<file path="src/rtl/calc_op_sequencer.sv">
// calc_op_sequencer
// Command sequencer for the 16-bit accumulator calculator datapath.
// Commands (opcode, operand) are queued in a small FIFO. Each one is issued
// to the datapath for exactly one clock, and NO-OP is driven at all other
// times. The resulting accumulator value and error flags are returned on a
// valid/ready response port.
//
// Ports:
//   Clk, Reset            clock, synchronous active-high reset
//   CmdValid/CmdReady     command handshake; CmdOp (4b), CmdData (16b)
//   Clear                 clears sticky errors; in HALT also flushes and resumes
//   DpInputA, DpOpCode    drive the datapath InputA / OpCode pins
//   DpResult, DpError     datapath accumulator value and error flags
//   ResValid/ResReady     response handshake; ResData (32b), ResOp, ResErr (3b)
//   ErrSticky             OR of all ResErr since the last Reset/Clear
//   Halted, Busy          status
//   DoneCount             completed responses, wraps at 8 bits
module calc_op_sequencer #(
  parameter int unsigned FIFO_DEPTH  = 4,
  parameter bit          STOP_ON_ERR = 1'b1
) (
  input  logic        Clk,
  input  logic        Reset,
  input  logic        CmdValid,
  output logic        CmdReady,
  input  logic [3:0]  CmdOp,
  input  logic [15:0] CmdData,
  input  logic        Clear,
  output logic [15:0] DpInputA,
  output logic [3:0]  DpOpCode,
  input  logic [31:0] DpResult,
  input  logic [1:0]  DpError,
  output logic        ResValid,
  input  logic        ResReady,
  output logic [31:0] ResData,
  output logic [3:0]  ResOp,
  output logic [2:0]  ResErr,
  output logic [2:0]  ErrSticky,
  output logic        Halted,
  output logic        Busy,
  output logic [7:0]  DoneCount
);

  localparam int unsigned AW = $clog2(FIFO_DEPTH);

  typedef enum logic [2:0] {
    IDLE,
    ISSUE,
    CAPTURE,
    RESP,
    HALT
  } state_t;

  state_t      state;

  logic [3:0]  fifo_op   [FIFO_DEPTH];
  logic [15:0] fifo_data [FIFO_DEPTH];
  // Pointers carry one extra wrap bit to tell full from empty.
  logic [AW:0] wr_ptr;
  logic [AW:0] rd_ptr;
  logic        empty;
  logic        full;
  logic        push;

  logic [3:0]  op_reg;
  logic        illegal;
  logic [2:0]  err_reg;

  assign empty    = (wr_ptr == rd_ptr);
  assign full     = (wr_ptr[AW] != rd_ptr[AW]) &&
                    (wr_ptr[AW-1:0] == rd_ptr[AW-1:0]);
  assign CmdReady = ~full & ~Halted;
  assign push     = CmdValid & CmdReady;
  assign Busy     = (state != IDLE) || !empty;

  always_ff @(posedge Clk) begin
    if (push) begin
      fifo_op[wr_ptr[AW-1:0]]   <= CmdOp;
      fifo_data[wr_ptr[AW-1:0]] <= CmdData;
    end
  end

  always_ff @(posedge Clk) begin
    if (Reset) begin
      state     <= IDLE;
      wr_ptr    <= '0;
      rd_ptr    <= '0;
      op_reg    <= '0;
      illegal   <= 1'b0;
      err_reg   <= '0;
      DpOpCode  <= '0;
      DpInputA  <= '0;
      ResValid  <= 1'b0;
      ResData   <= '0;
      ResOp     <= '0;
      ResErr    <= '0;
      ErrSticky <= '0;
      DoneCount <= '0;
      Halted    <= 1'b0;
    end else begin
      if (push) wr_ptr <= wr_ptr + 1'b1;
      if (Clear) ErrSticky <= '0;

      case (state)
        IDLE: begin
          // Datapath pins are registered, so they are loaded on the pop edge
          // to be valid throughout the ISSUE cycle.
          if (!empty) begin
            op_reg   <= fifo_op[rd_ptr[AW-1:0]];
            illegal  <= (fifo_op[rd_ptr[AW-1:0]] == 4'b0011);
            DpOpCode <= (fifo_op[rd_ptr[AW-1:0]] == 4'b0011) ?
                        4'b0000 : fifo_op[rd_ptr[AW-1:0]];
            DpInputA <= fifo_data[rd_ptr[AW-1:0]];
            rd_ptr   <= rd_ptr + 1'b1;
            state    <= ISSUE;
          end
        end

        ISSUE: begin
          err_reg  <= {illegal, DpError};
          DpOpCode <= '0;
          DpInputA <= '0;
          state    <= CAPTURE;
        end

        CAPTURE: begin
          ResData   <= DpResult;
          ResOp     <= op_reg;
          ResErr    <= err_reg;
          ResValid  <= 1'b1;
          // A coincident Clear drops old errors but keeps this capture's.
          ErrSticky <= Clear ? err_reg : (ErrSticky | err_reg);
          DoneCount <= DoneCount + 8'd1;
          state     <= RESP;
        end

        RESP: begin
          if (ResReady) begin
            ResValid <= 1'b0;
            if (STOP_ON_ERR && (ResErr != 3'b000)) begin
              state  <= HALT;
              Halted <= 1'b1;
            end else begin
              state  <= IDLE;
            end
          end
        end

        HALT: begin
          // No push can occur while halted, so wr_ptr is stable here.
          if (Clear) begin
            rd_ptr <= wr_ptr;
            Halted <= 1'b0;
            state  <= IDLE;
          end
        end

        default: state <= IDLE;
      endcase
    end
  end

endmodule

</file>
<file path="config.mk">
export PLATFORM = sky130hd
export DESIGN_NAME = calc_op_sequencer
export DESIGN_NICKNAME = d
export VERILOG_FILES = /design/src/rtl/calc_op_sequencer.sv
export SDC_FILE = /design/constraint.sdc
export NUM_CORES = 1
export LEC_CHECK = 0
export ABC_AREA = 1
export CAP_MARGIN = 20
export CORE_MARGIN = 1.5
export CORE_UTILIZATION = 40
export DETAILED_ROUTE_END_ITERATION = 8
export GPL_ROUTABILITY_DRIVEN = 0
export HOLD_SLACK_MARGIN = 0.12
export PLACE_DENSITY = 0.64
export SLEW_MARGIN = 5
export SYNTH_ARGS = -nofsm -noshare
export SYNTH_HDL_FRONTEND = slang
export SYNTH_SLANG_ARGS = --single-unit
export TNS_END_PERCENT = 20
</file>
<file path="constraint.sdc">
create_clock -name Clk -period 3.56 [get_ports Clk]
set_input_delay 0.712 -clock Clk [delete_from_list [all_inputs] [get_ports Clk]]
set_output_delay 0.712 -clock Clk [all_outputs]
set_load 0.005 [all_outputs]
</file>
Word-level counts from Yosys, hierarchy flattened
Memories as Yosys holds them, arrays and structs flattened. A register that Yosys moved wholly into a read port is not among the register bits. Index checks and enable logic that the tools add are counted.

Flip-flop bits (word level): 89. RAM bits: 80. Input port bits: 59. Word-level logic and storage cells: 82. Memories: 2.

Memory list: fifo_data (words 4, bits a word 16, rd ports 1, clocked after memory_dff 1, write ports 1, line 57) `logic [15:0] fifo_data [FIFO_DEPTH];`; fifo_op (words 4, bits a word 4, rd ports 1, clocked after memory_dff 1, write ports 1, line 56) `logic [3:0] fifo_op [FIFO_DEPTH];`.

$add $sub $neg: 3. Eq/ne operators: 12. Multiplexer cells: 27. Bitwise operators: 6. Reduce and logical (&&, ||, !) cells: 17.

Operators by type and width (number): 16-bit case mux with 2 select lines (1); 3-bit two-way mux (8); 16-bit two-way mux (1); 3-bit case mux with 5 select lines (1); 2-bit nonzero test (5); 8-bit by 1-bit adder with 8-bit output (second input constant) (1); 2-bit two-way mux (4); 4-bit two-way mux (2); 2-bit != test (second input constant) (4); 4-bit case mux with 2 select lines (1); 3-bit by 1-bit adder with 3-bit output (second input constant) (2); 3-bit by 2-bit equality test with 1-bit output (second input constant) (2); 1-bit two-way mux (6); 3-bit case mux with 2 select lines (1); 2-bit AND reduction (3); 3-bit AND reduction (2); 3-bit nonzero test (2); 4-bit by 2-bit equality test with 1-bit output (second input constant) (1); 1-bit case mux with 2 select lines (2); 4-bit AND reduction (1); 3-bit by 1-bit equality test with 1-bit output (second input constant) (1); 3-bit equality test (1); 3-bit equality test (second input constant) (1); 3-bit zero test (1); 8 further kinds (11).

Depth between registers and ports, before layout
Depth in word-level cells: 7. Mapped depth: 10.

Worst setup path after synthesis
Ideal clock, no wire load.

Kind: in2reg. Start: input CmdValid. End: memory fifo_data[0][0] (enable). Library setup time: 397 ps. Arrival time: 1824 ps. Slack: 1339 ps. Stages: 2. Buffers on the path: 0. Path through: nand3_1 nor2_1.

Cells in the longest elaborated chain, start to end: 3.

RTL lines: start, declared (line 24) `input logic CmdValid,`; 1-bit bitwise AND (line 73) `assign push = CmdValid & CmdReady;`; 1-bit two-way mux (line 77) `if (push) begin`; 1-bit two-way mux (not written as such) (line 79) `fifo_data[wr_ptr[AW-1:0]] <= CmdData;`; end, declared (line 57).

No other way between the ends.

Worst setup path in the final report
Start: register state[2]. End: output Busy.

Cells in the longest elaborated chain, start to end: 2.

RTL lines: start, declared (line 54) `state_t state;`; start signal, assigned (line 85) `state <= IDLE;`; start signal, assigned (line 115) `state <= ISSUE;`; start signal, assigned (line 123) `state <= CAPTURE;`; 3-bit nonzero test (line 74) `assign Busy = (state != IDLE) || !empty;`; 1-bit logical OR (line 74); end, declared (line 40) `output logic Busy,`.

No other way between the ends.

==> results_dict.tcl <==
set metrics [dict create \
    fin_crit_ps 2550 \
    largest_register_ffs 64 \
    yosys.area_share.simple_pct 17.4 \
    avgSynthCellArea_sq_um 9.72 \
    drt_iter0_markers 256 \
    finalHoldViolCount 0 \
    avgViaCountPerCell 4.91 \
    wirelength_microns 15200 \
    clockBufferDepth 2 \
    place_inst 990 \
    grt_pass1_vias 4820 \
    row_count 46 \
    syn_inst 665 \
    cap_viol_max_count 0 \
    die_w_microns 130 \
    synth_compound_area_share_pct 11.2 \
    synth_sequential_area_ratio_pct 65.3 \
    grt_overflow 0 \
    crit_arrival_ps 1840 \
    drc 0 \
    drtPass1Iterations 4 \
    cp-start-kind "flip-flop" \
    r2r_setup_slack_ps 1620 \
    synth_nets 730 \
    setup_tns_ps 0 \
    yosys.area.top_type "edfxtp_1" \
    drive_gt1_share_pct 6.82 \
    p_leak_nw 3.19 \
    ys_top_cells_by_area "edfxtp_1, dfxtp_1, nor2_1" \
    worstPathMaxFanout 4 \
    cts_setup_buffers 0 \
    r2r-end "fifo_data[3][11]$_DFFE_PP_" \
    fmax_mhz 392 \
    ys_ff_latch 171 \
    fillCellCount 1377 \
    synth_common_cells "nor2_1, nand2_1, dfxtp_1" \
    power_w 0.00645 \
    die_area_sq_um 16900 \
    htree_num_levels 4 \
    worstPathRequired_ps 2850 \
    num_vias 5020 \
    cts_tree "done" \
    diodes 0 \
    synthMuxAreaShare_pct 0 \
    die_y_microns 130 \
    worstSkewPairLatency_ps 420 \
    peakVddDrop_uv 371 \
    slew_headroom_pct 55.6 \
    multi_input_area_sq_um 1950 \
    synthArstFlopShare_pct 0 \
    fin_worst_skew_ps 9.07 \
    powerDensity_nw_per_um2 748 \
    synthAdderAreaFrac_pct 1.16 \
    port_buffers 132 \
    hpwl_microns 9950 \
    routedWlPerCell_microns 14.9 \
    numCtsBuffers 17 \
    status "complete, no violations" \
    clock-sinks 171 \
    seq_area_sq_um 4220 \
    root_buffer "clkbuf_16" \
    cts_resized 0 \
    hold_buffers 0 \
    r2r-start "wr_ptr[1]$_SDFFE_PP0P_" \
    worstRegToRegCells 7 \
    period_share_pct 71.6 \
    grt_pass1_wl_microns 24000 \
    gr-usage-all-layers_pct 18.6 \
    netlist.area_leader.share_pct 37.2 \
    ant_nets 0 \
    core_sq_um 15800 \
    grt_setup_unrepaired "false" \
    syn-cell-area_sq_um 6460 \
    setup_violations 0 \
    syn_to_final_growth_pct 33.4 \
    synth_top_family_by_area "simple AND/OR/NAND/NOR gates" \
    clkTransAtPathRegs_ps 60 \
    min_path_type "reg -> reg" \
    antenna_found_initial 0 \
    critPathCaptureType "primary output" \
    crit_type "reg -> out" \
    crit_start "state[2]$_SDFFE_PP0P_" \
    start_util_pct 40.8 \
    synthFlopType "dfxtp_1" \
    fin_nets 859 \
    yosysMostFrequentCell "nor2_1" \
    final_max_slew_viol_count 0 \
    worstSetupEndpoint "Busy" \
    final_area_sq_um 8620 \
    placed_area_sq_um 7980 \
    grt_max_degree 55 \
    io_pins 133 \
    synth_edf_count 80 \
    finalNonFillerCells 1023 \
    synth-xor-area-share_pct 0.135 \
    yosysUniqueCellTypes 31 \
    holdWs_ps 464 \
    yosysWarnings 0 \
    tightest_slew_ps 665 \
    min_path_cells 2 \
]
-- cell usage in the layout, fill, tap and decap left out, drive strengths merged, types with 2 or more instances in the layout --
cell	n
o22ai	16
clkinvlp	3
clkinv	4
clkdlybuf4s50	132
ha	6
nor2	144
a21oi	38
nand4	4
o21ai	83
bufinv	3
o21bai	2
buf	11
nand2	101
nand3	18
dfxtp	91
nor3	6
clkbuf	19
edfxtp	80
inv	41
-- stage by stage --
stage | utilization, % | worst slack [ps]
finish | 54.5 | 1010
global route | 54.5 | 874
global placement | 50.4 | 1000
detailed placement | 50.4 | 921
CTS | 54.3 | 988
floorplan | - | 1340
-- cell type report --
type,instances,area share (%)
inverter,38,1.68
timing repair buffer,143,16.5
sequential,171,49.0
tap,216,3.13
multi-input combinational,423,22.6
clock buffer,19,5.25
clock inverter,13,1.87
-- routing by layer --
layer	routed length (microns)	track usage, %	part of all wire [%]
met5	0	0	0
met4	196	6.27	1.3
met3	1070	4.55	7.0
met2	7370	32.4	48
met1	6590	22.3	43
-- power by group --
part	internal (W)	switching [W]	total, W
clock network	0.00114	0.000755	0.00190
registers	0.00242	0.000200	0.00262
logic	0.000866	0.00107	0.00193
total	0.00443	0.00202	0.00645
-- cell families (layout without fill, tap and decap cells) --
| group | count (synthesis) | count (layout) |
|---|---|---|
| xor gates and xnor gates | 1 | 1 |
| adders and majority gates | 6 | 6 |
| AOI/OAI and AO/OA | 140 | 140 |
| DFF | 171 | 171 |
| buffers and inverters | 71 | 213 |
| and+or+nand+nor | 276 | 276 |
-- worst max-delay path: stages (launching register included) --
cell             delay (ps)
dfxtp_1                 360
nor2_2                  140
inv_1                    70
nor2_2                  140
inv_1                    60
nor2_1                  140
inv_1                    60
clkdlybuf4s50_1         450
-- how the worst min path moves through the flow --
stage,startpoint,to
after global routing,DpInputA[7]$_SDFFE_PP0P_,DpInputA[7]$_SDFFE_PP0P_
final,DoneCount[7]$_SDFFE_PP0P_,DoneCount[7]$_SDFFE_PP0P_
after global placement,DoneCount[7]$_SDFFE_PP0P_,DoneCount[7]$_SDFFE_PP0P_
after CTS,DoneCount[7]$_SDFFE_PP0P_,DoneCount[7]$_SDFFE_PP0P_
after floorplan,op_reg[1]$_SDFFE_PP0P_,op_reg[1]$_SDFFE_PP0P_
after detailed placement,DoneCount[7]$_SDFFE_PP0P_,DoneCount[7]$_SDFFE_PP0P_
No activity file was read; power rests on OpenSTA's default activity.
